<file path="src/rtl/hls_deadlock_monitor_gen.sv">
// Deadlock monitor for an HLS dataflow region: flags when every process is stopped
// and an AXIS-owning process is stream-blocked, with persistence filter and sticky status.
module hls_deadlock_monitor_gen #(
  parameter int N_PROC = 3,
  parameter int N_AXIS = 2,
  parameter logic [N_PROC*N_AXIS-1:0] PROC_AXIS_MASK = (N_PROC*N_AXIS)'(3) << N_AXIS,
  parameter int PERSIST = 1,
  parameter int CNT_W = 16,
  parameter int IDX_W = (N_AXIS > 1) ? $clog2(N_AXIS) : 1
) (
  input  logic              clock,
  input  logic              reset,
  input  logic [N_AXIS-1:0] axis_block_sigs,
  input  logic [N_PROC-1:0] inst_idle_sigs,
  input  logic [N_PROC-1:0] inst_block_sigs,
  input  logic [N_PROC-1:0] child_block,
  input  logic              clear,
  output logic              block,
  output logic              block_sticky,
  output logic [N_AXIS-1:0] axis_block_info,
  output logic [IDX_W-1:0]  first_axis_idx,
  output logic [CNT_W-1:0]  event_count
);
  localparam int PCNT_W = $clog2(PERSIST + 1);

  typedef enum logic [1:0] {IDLE, ARMED, DEADLOCK} state_t;

  state_t              r_state;
  logic [PCNT_W-1:0]   r_pcnt;
  logic                r_block;
  logic                r_sticky;
  logic [N_AXIS-1:0]   r_info;
  logic [IDX_W-1:0]    r_idx;
  logic [CNT_W-1:0]    r_count;

  logic [N_PROC-1:0]   w_axis_blk;
  logic [N_PROC-1:0]   w_stop;
  logic                w_cand;
  logic                w_entry;
  logic [IDX_W-1:0]    w_first_idx;

  generate
    for (genvar gi = 0; gi < N_PROC; gi++) begin : g_proc
      assign w_axis_blk[gi] = child_block[gi] &
                              (|(axis_block_sigs & PROC_AXIS_MASK[gi*N_AXIS +: N_AXIS]));
      assign w_stop[gi]     = inst_idle_sigs[gi] | inst_block_sigs[gi] | w_axis_blk[gi];
    end
  endgenerate

  assign w_cand  = (|w_axis_blk) & (&w_stop);
  assign w_entry = w_cand &
                   (((r_state == IDLE) && (PERSIST == 1)) ||
                    ((r_state == ARMED) && (r_pcnt == PCNT_W'(PERSIST - 1))));

  // Descending scan so the lowest set index is the one left standing.
  always_comb begin
    w_first_idx = '0;
    for (int a = N_AXIS - 1; a >= 0; a--) begin
      if (axis_block_sigs[a]) w_first_idx = IDX_W'(a);
    end
  end

  always_ff @(posedge clock or negedge reset) begin
    if (!reset) begin
      r_state <= IDLE;
      r_pcnt  <= '0;
      r_block <= 1'b0;
    end else begin
      case (r_state)
        IDLE: begin
          if (w_cand) begin
            if (PERSIST == 1) begin
              r_state <= DEADLOCK;
              r_block <= 1'b1;
            end else begin
              r_state <= ARMED;
              r_pcnt  <= PCNT_W'(1);
            end
          end
        end
        ARMED: begin
          if (!w_cand) begin
            r_state <= IDLE;
            r_pcnt  <= '0;
          end else if (r_pcnt == PCNT_W'(PERSIST - 1)) begin
            r_state <= DEADLOCK;
            r_pcnt  <= '0;
            r_block <= 1'b1;
          end else begin
            r_pcnt <= r_pcnt + PCNT_W'(1);
          end
        end
        DEADLOCK: begin
          if (!w_cand) begin
            r_state <= IDLE;
            r_block <= 1'b0;
          end
        end
        default: begin
          r_state <= IDLE;
          r_pcnt  <= '0;
          r_block <= 1'b0;
        end
      endcase
    end
  end

  // An entry beats a simultaneous clear: the count restarts at one.
  always_ff @(posedge clock or negedge reset) begin
    if (!reset) begin
      r_sticky <= 1'b0;
      r_info   <= '0;
      r_idx    <= '0;
      r_count  <= '0;
    end else if (w_entry) begin
      r_sticky <= 1'b1;
      r_info   <= axis_block_sigs;
      r_idx    <= w_first_idx;
      if (clear)
        r_count <= CNT_W'(1);
      else if (!(&r_count))
        r_count <= r_count + CNT_W'(1);
    end else if (clear) begin
      r_sticky <= 1'b0;
      r_info   <= '0;
      r_idx    <= '0;
      r_count  <= '0;
    end
  end

  assign block           = r_block;
  assign block_sticky    = r_sticky;
  assign axis_block_info = r_info;
  assign first_axis_idx  = r_idx;
  assign event_count     = r_count;

endmodule

</file>
<file path="config.mk">
export PLATFORM = sky130hd
export DESIGN_NAME = hls_deadlock_monitor_gen
export DESIGN_NICKNAME = d
export VERILOG_FILES = /design/src/rtl/hls_deadlock_monitor_gen.sv
export SDC_FILE = /design/constraint.sdc
export NUM_CORES = 1
export LEC_CHECK = 0
export BUFFER_PORTS_ARGS = -buffer_cell sky130_fd_sc_hd__buf_4
export CORE_MARGIN = 1
export CORE_UTILIZATION = 50
export CTS_BUF_LIST = sky130_fd_sc_hd__clkbuf_2 sky130_fd_sc_hd__clkbuf_4 sky130_fd_sc_hd__clkbuf_8
export CTS_CLUSTER_SIZE = 28
export DETAILED_ROUTE_END_ITERATION = 7
export PLACE_DENSITY = 0.79
export SLEW_MARGIN = 20
export SYNTH_ARGS = -nofsm -noshare
export SYNTH_HDL_FRONTEND = slang
export SYNTH_SLANG_ARGS = --single-unit
</file>
<file path="constraint.sdc">
create_clock -name clock -period 3.86 [get_ports clock]
set_clock_uncertainty 0.05 [all_clocks]
set_input_delay 0.386 -clock clock [delete_from_list [all_inputs] [get_ports clock]]
set_output_delay 0.386 -clock clock [all_outputs]
set_load 0.05 [all_outputs]
</file>
# Yosys cells after proc, flatten, opt, wreduce, memory -nomap -nowiden
# Cells that the tools add are included.
# classes
n_eq_ne	8
bitwise_logic	8
n_mux	24
n_reduce_logical	11
add_sub_neg	2
# ops
cell	count
$mux W16	4
$add A16 B1 Y16 const B	1
$reduce_and A16 Y1	1
$mux W2	6
$mux W1	11
$ne A2 B2 Y1 const B	5
$pmux W2 S3	1
$reduce_and A3 Y1	2
$or A1 B1 Y1	4
$reduce_and A4 Y1	1
$reduce_or A2 Y1	2
$and A1 B1 Y1	3
$ne A3 B3 Y1 const B	1
$pmux W1 S3	1
$eq A2 B1 Y1 const B	1
$eq A2 B2 Y1 const B	1
$logic_not A2 Y1	1
$pmux W1 S2	1
$reduce_and A2 Y1	1
$reduce_bool A2 Y1	1
$add A1 B1 Y1 const B	1
$logic_and A1 B1 Y1	1
$logic_or A1 B1 Y1	1
$not A1 Y1	1
# totals
regBits	24
output_inout_bits	21
in_bits	14
wordCells	60

# Depth between registers and ports, before layout
# Gate-level depths: netlist (run 1).
# logic_depth
word_depth	8
depth_mapped	8
depth_no_buf	7

# Worst setup path after synthesis (run 1)
# OpenSTA, ideal clock, no wires.
# synth_timing
path_kind	reg-to-reg
start	reg r_count[0], in the netlist event_count[0]
end	reg r_count[10], in the netlist event_count[10]
path_slack_ps	1672
setup_ps	78
path_stages_with_launch	6
t_arrival_ps	2060
n_path_buf	0
required_ps	3732
synth_period_minus_slack_ps	2188
path_cell_list	dfrtp_1 > ha_1 > and3_1 > or3b_4 > or4_1 > a21oi_1
# synth_via
elab_chain_len	4
elab_cells_between_ends	7
classes_between	add/sub (1); eq/ne (1); mux (3); reduce/logical (2)
# synth_rtl
item	line	rtl
start, declared	34	logic [CNT_W-1:0] r_count;
start signal, assigned	122	r_count <= r_count + CNT_W'(1);
$add A16 B1 Y16	122	
$mux W16	121	else if (!(&r_count))
$mux W16	119	if (clear)
$mux W16	115	end else if (w_entry) begin
# Several ways; a longest one is shown, not always the timed one. The select of a mux whose other input is x is not followed.
# A chain may end at the register's enable or synchronous reset.

==> results of run 1 <==
## layout make-up
| type | instances | area (µm²) | share of cell area (%) |
|---|---|---|---|
| flip-flops and latches | 21 | 526 | 38.8 |
| clock buffers | 3 | 22.5 | 1.66 |
| multi-input cells | 77 | 499 | 36.8 |
| well taps | 27 | 33.8 | 2.49 |
| repair buffers | 32 | 243 | 17.9 |
| inverters | 7 | 26.3 | 1.94 |
| clock inverters | 1 | 5.00 | 0.369 |
## per-layer routing
metal | vias up | routed length, µm
met2 | 25 | 1170
met4 | 0 | 13
li1 | 462 | -
met5 | - | 0
met3 | 2 | 95
met1 | 462 | 1010
## layout by cell type (no fill, tap or decap), types with 3 or more instances in the layout
cell type  netlist  layout
o31ai_1          3       3
xor2_1           3       3
nand4_1          5       5
inv_1            7       7
or4_1            3       3
a21oi_1         14      14
clkbuf_4         0       3
buf_4            0      31
dfrtp_1         21      21
nand2_1          7       7
nor2_1           8       8
o21ai_0          3       3
nand3_1          3       3
xnor2_1          4       4
nor4_1           3       3
## synthesized netlist by cell type (2+ instances only)
library cell / n
nor4_1: 3
nand2_1: 7
xor2_1: 3
clkbuf_1: 3
nand3_1: 3
nor2_1: 8
inv_1: 7
and3_1: 2
dfrtp_1: 21
ha_1: 2
xnor2_1: 4
nand4_1: 5
or4_1: 3
o31ai_1: 3
a21oi_1: 14
a311oi_1: 2
o21ai_0: 3
## worst paths after layout
kind | from | to | slack [ns] | cells past startpoint
min in group asynchronous | reset | event_count[5] | 0.44 | 2
worst min register to register | axis_block_info[0] | axis_block_info[0] | 0.46 | 2
worst min-delay path | axis_block_sigs[1] | axis_block_info[1] | 0.29 | 2
worst max-delay path | block | event_count[15] | 1.56 | 6
worst max register to register | block | event_count[15] | 1.56 | 6
max in group asynchronous | reset | event_count[12] | 3.11 | 2
## cells by family (layout without fill, tap and decap cells)
logic type / after synthesis / after routing / synth area share, %
compound gates: 29 / 29 / 16.8
xor+xnor: 7 / 7 / 5.74
fa+ha+maj: 2 / 2 / 2.34
buf+inv: 11 / 43 / 3.99
flops: 21 / 21 / 49.2
mux: 1 / 1 / 0.938
simple gates: 38 / 38 / 21.0
## flip-flops by register name, indices dropped and copies added, names as in the netlist
| signal | flops |
|---|---|
| first_axis_idx | 1 |
| block | 1 |
| event_count | 16 |
| block_sticky | 1 |
| axis_block_info | 2 |
## stage by stage
stage	hold WS, ns	power (mW)
finish	0.294	0.485
global route	0.278	0.508
CTS	0.279	0.493
detailed placement	0.234	0.386
global placement	0.232	0.381
floorplan	0.0404	0.340
## power by group through the flow
| stage | clock network, mW | logic [mW] | registers (mW) |
|---|---|---|---|
| 5_1_grt | 0.117 | 0.139 | 0.252 |
| 3_5_place_dp | 0 | 0.132 | 0.254 |
| 4_1_cts | 0.110 | 0.134 | 0.249 |
| 2_1_floorplan | 0 | 0.0355 | 0.304 |
| 3_3_place_gp | 0 | 0.129 | 0.252 |
| 6_report | 0.104 | 0.132 | 0.249 |
==> flow_summary.ini, run 1 <==
[status]
status = finished clean

[placed_design]
dpl_worst_slack_ns = 1.36
routabilityCongestion = 0.808
place_area_mm2 = 0.00132
io_buffers = 30
numPlacedInstances = 163
dpl.hpwl_mm = 1.65

[yosys]
yosysWarnings = 0
synthArstFlopShare_pct = 100
synth_top_area_cell = dfrtp_1
seq_area_frac_synth_pct = 49.2
syn_inst = 109
syn-mean-instance-area_um2 = 9.79
synth_top_area_share_pct = 49.2
synth_ff_type = dfrtp_1
yosys_register_bits = 21
synth.area.top_cells = dfrtp_1 49%, a21oi_1 6.6%, xnor2_1 3.3%
synthDistinctLibCells = 33
synth_edf_count = 0
syn-num-nets = 125
netlist_area_mm2 = 0.00107

[critical_path]
cp-end-kind = flip-flop
cp.arrival_ns = 2.46
cp-start-kind = flip-flop
cp_cell_sequence = inv_1 -> ha_1 -> nand4_1 -> nor4_1 -> a31oi_1 -> a311oi_1
crit_required_ns = 4.02
cp_top_family = simple AND/OR/NAND/NOR gates
crit_fanout = 12
path_class = reg2reg
slowest_delay_ns = 0.56
crit_buf_inv = 1
cpMaxStageDelayCell = nor4_1

[cells_and_area]
n_antenna_cell = 0
drive_gt1_share_pct = 27.7
area_delta_synth_final_pct = 27.0
final_core_util_pct = 68.4
final_cell_area_mm2 = 0.00136
fin_nets = 158
fillerInstances = 165
final_cells = 168

[cts]
root_buffer = clkbuf_4
hold_buffers = 1
clk_pin_slew_worst_paths_ns = 0.12
clkLatencyLatePin_ns = 0.30
cts_buffer_depth = 2
cts_tree = done
numClockSinks = 21
htree_num_levels = 1
cts_resized = 0
cts_setup_buffers = 0
cts_buffers = 3

[global_route]
busiest_layer = met2
grt_usage_pct = 21.8
gr-usage-met3_pct = 3.33
antenna_found_initial = 0
grt_max_degree = 22
grt_pass1_vias = 823
grt.met2_usage_pct = 34.9
met1_usage_pct = 29.7
grt_pass1_wl_mm = 3.52
grt_overflow = 0

[sta]
timing.final.crit_share_pct = 59.7
slew_viol_final = 0
setup_viol = 0
fin_setup_tns_ns = 0
rsz0062_at_grt = no
layout_setup_ws_ns = 1.56
maxSlewHeadroom_pct = 63.1
worstMarginPinSlew_ns = 0.548
hold_viol = 0
max_freq_mhz = 434
period_needed_ns = 2.30

[detailed_routing]
vias = 951
post-route-drc-count = 0
ant_nets = 0
dr.pass1.iters = 4
drt_iter0_drc = 17
detail_route.vias_per_cell = 5.66
wl_per_cell_um = 13.6
wirelength_mm = 2.29

[pwr]
pwr-share-clk_pct = 21.5
p_leak_nw = 0.613
p_switching_mw = 0.167
ir_drop_v = 0.000287
power_density_mw_per_mm2 = 358
intPower_mw = 0.318
switching_share_pct = 34.3
p_seq_share_pct = 51.4
p_comb_share_pct = 27.1

[floorplan]
die_x_um = 48.2
start_util_pct = 53.9
die_area_mm2 = 0.00232
rows = 16
core_area_mm2 = 0.00198
io_pins = 35
die_y_um = 48.2

[flow_run]
drv_cap = 0

[min_path]
hold_class = in2reg
Power figures use the tool's default switching activity.
==> run 2, diff against run 1 <==
==> constraint.sdc (replaced) <==
create_clock -name clock -period 2.25 [get_ports clock]
set_clock_uncertainty 0.05 [all_clocks]
set_input_delay 0.225 -clock clock [delete_from_list [all_inputs] [get_ports clock]]
set_output_delay 0.225 -clock clock [all_outputs]
set_load 0.05 [all_outputs]
==> run 2 against run 1 <==
Against the previous run: critical path depth unchanged; first-iteration DRC count increased by 29%; cell count increased by 1.8%; via count increased by 2.7%; register-to-register slack got worse by 1.3 ns; utilization increased by 1.3 points; combinational power increased by 74%; final area increased by 1.8%; global-route usage increased by 1.8 points; largest cell class unchanged; sequential share of layout area decreased by 0.70 points; critical endpoint is now event_count[10].
==> flow_summary.ini, run 2 (synthesized netlist as in run 1, its figures left out) <==
[status]
status = finished clean

[cts]
cts_resized = 0
root_buffer = clkbuf_4
cts_tree = done
clk_pin_slew_worst_paths_ns = 0.12
cts_buffers = 3
cts_buffer_depth = 2
numClockSinks = 21
clkLatencyLatePin_ns = 0.29
htree_num_levels = 1

[sta]
layout_setup_ws_ns = 0.230
hold_viol = 0
setup_viol = 0
rsz0062_at_grt = no
max_freq_mhz = 495
timing.final.crit_share_pct = 89.8
period_needed_ns = 2.02
fin_setup_tns_ns = 0
maxSlewHeadroom_pct = 58.6
worstMarginPinSlew_ns = 0.615
slew_viol_final = 0

[cells_and_area]
seq_area_um2 = 526
final_core_util_pct = 69.6
drive_gt1_share_pct = 29.2
n_antenna_cell = 0
fin_nets = 161
largest_register_ffs = 16
fillerInstances = 153
area_delta_synth_final_pct = 29.3
multi_input_area_um2 = 499
final_common_cell = buf_4
layout_common_cells = 34 x buf_4, 21 x dfrtp_1, 14 x a21oi_1, 8 x nor2_1

[critical_path]
reg2reg_depth = 6
crit_required_ns = 2.43
crit-reg2reg-launch = block
cpMaxStageDelayCell = dfrtp_1
cp_cell_sequence = inv_1 -> ha_1 -> and3_1 -> or3b_4 -> or4_1 -> a21oi_1
cp-end-kind = flip-flop
cp.arrival_ns = 2.20
cp-start-kind = flip-flop
r2r_end = event_count[10]
path_class = reg2reg
slowest_delay_ns = 0.42
r2r_slack_ns = 0.23
crit_fanout = 5

[global_route]
grt_pass1_wl_mm = 3.80
antenna_found_initial = 0
grt_pass1_vias = 882
grt_overflow = 0
grt_max_degree = 22
grt_usage_pct = 23.7

[placed_design]
routabilityCongestion = 0.815
dpl_worst_slack_ns = 0.191
dpl.hpwl_mm = 1.76
io_buffers = 30

[min_path]
holdPathEnd = axis_block_info[1]
holdCritStartpoint = axis_block_sigs[1]
hold_depth = 2
hold_class = in2reg

[detailed_routing]
dr.pass1.iters = 5
drt_iter0_drc = 22
detail_route.vias_per_cell = 5.71
wirelength_mm = 2.37
wl_per_cell_um = 13.9
vias = 977
ant_nets = 0
post-route-drc-count = 0

[floorplan]
start_util_pct = 53.9
core_area_mm2 = 0.00198
die_x_um = 48.2
die_area_mm2 = 0.00232
rows = 16
io_pins = 35
die_y_um = 48.2

[pwr]
power_density_mw_per_mm2 = 614
ir_drop_v = 0.000643
total_power_mw = 0.847
p_leak_nw = 0.628

[flow_run]
drv_cap = 0
run 2: worst max-delay path by stage:
stage,start,to,slack [ns],cells past startpoint
floorplan,event_count[0],event_count[10],0.06,5
global placement,axis_block_sigs[0],event_count[10],0.23,8
detailed placement,axis_block_sigs[1],event_count[10],0.19,8
CTS,block,event_count[10],0.22,6
global route,block,event_count[10],0.11,6
finish,block,event_count[10],0.23,6
run 2: critical path, delay by kind of cell, from the launching register on:
kind	cells	cell delay, ns
fa+ha+maj	1	0.20
simple gates	3	1.05
compound gates	1	0.17
buf+inv	1	0.07
flops	1	0.42
run 2: area by class of cell:
type,count,share of cell area [%]
sequential,21,38.1
multi-input combinational,77,36.2
timing repair buffer,35,19.2
tap,27,2.45
clock buffer,4,2.18
inverter,7,1.90
run 2: what timing repair did:
action	4_1_cts	5_1_grt
setup buffers	0	0
hold buffers	1	0
endpoints found under the hold margin	21	0
setup endpoints to repair	0	0
run 2: through the flow:
stage,hold WS [ns],instances,cell area (µm²)
6_report,0.144,171,1380
5_1_grt,0.142,171,1380
4_1_cts,0.144,171,1380
3_5_place_dp,0.0740,166,1340
3_3_place_gp,0.0717,166,1340
2_1_floorplan,-0.121,109,1070
run 2: metal layers:
layer  GRT usage [%]  share of wire, %  vias up
met4            8.33              0.55        0
met5               0                 0        -
met2            41.1                51       27
met3            2.22               4.3        2
li1                -                 -      470
met1            30.7                44      478
run 2: where the power goes:
group | total (mW) | switching [mW] | internal [mW]
combinational | 0.230 | 0.151 | 0.0790
clock | 0.191 | 0.110 | 0.0810
sequential | 0.426 | 0.0225 | 0.404
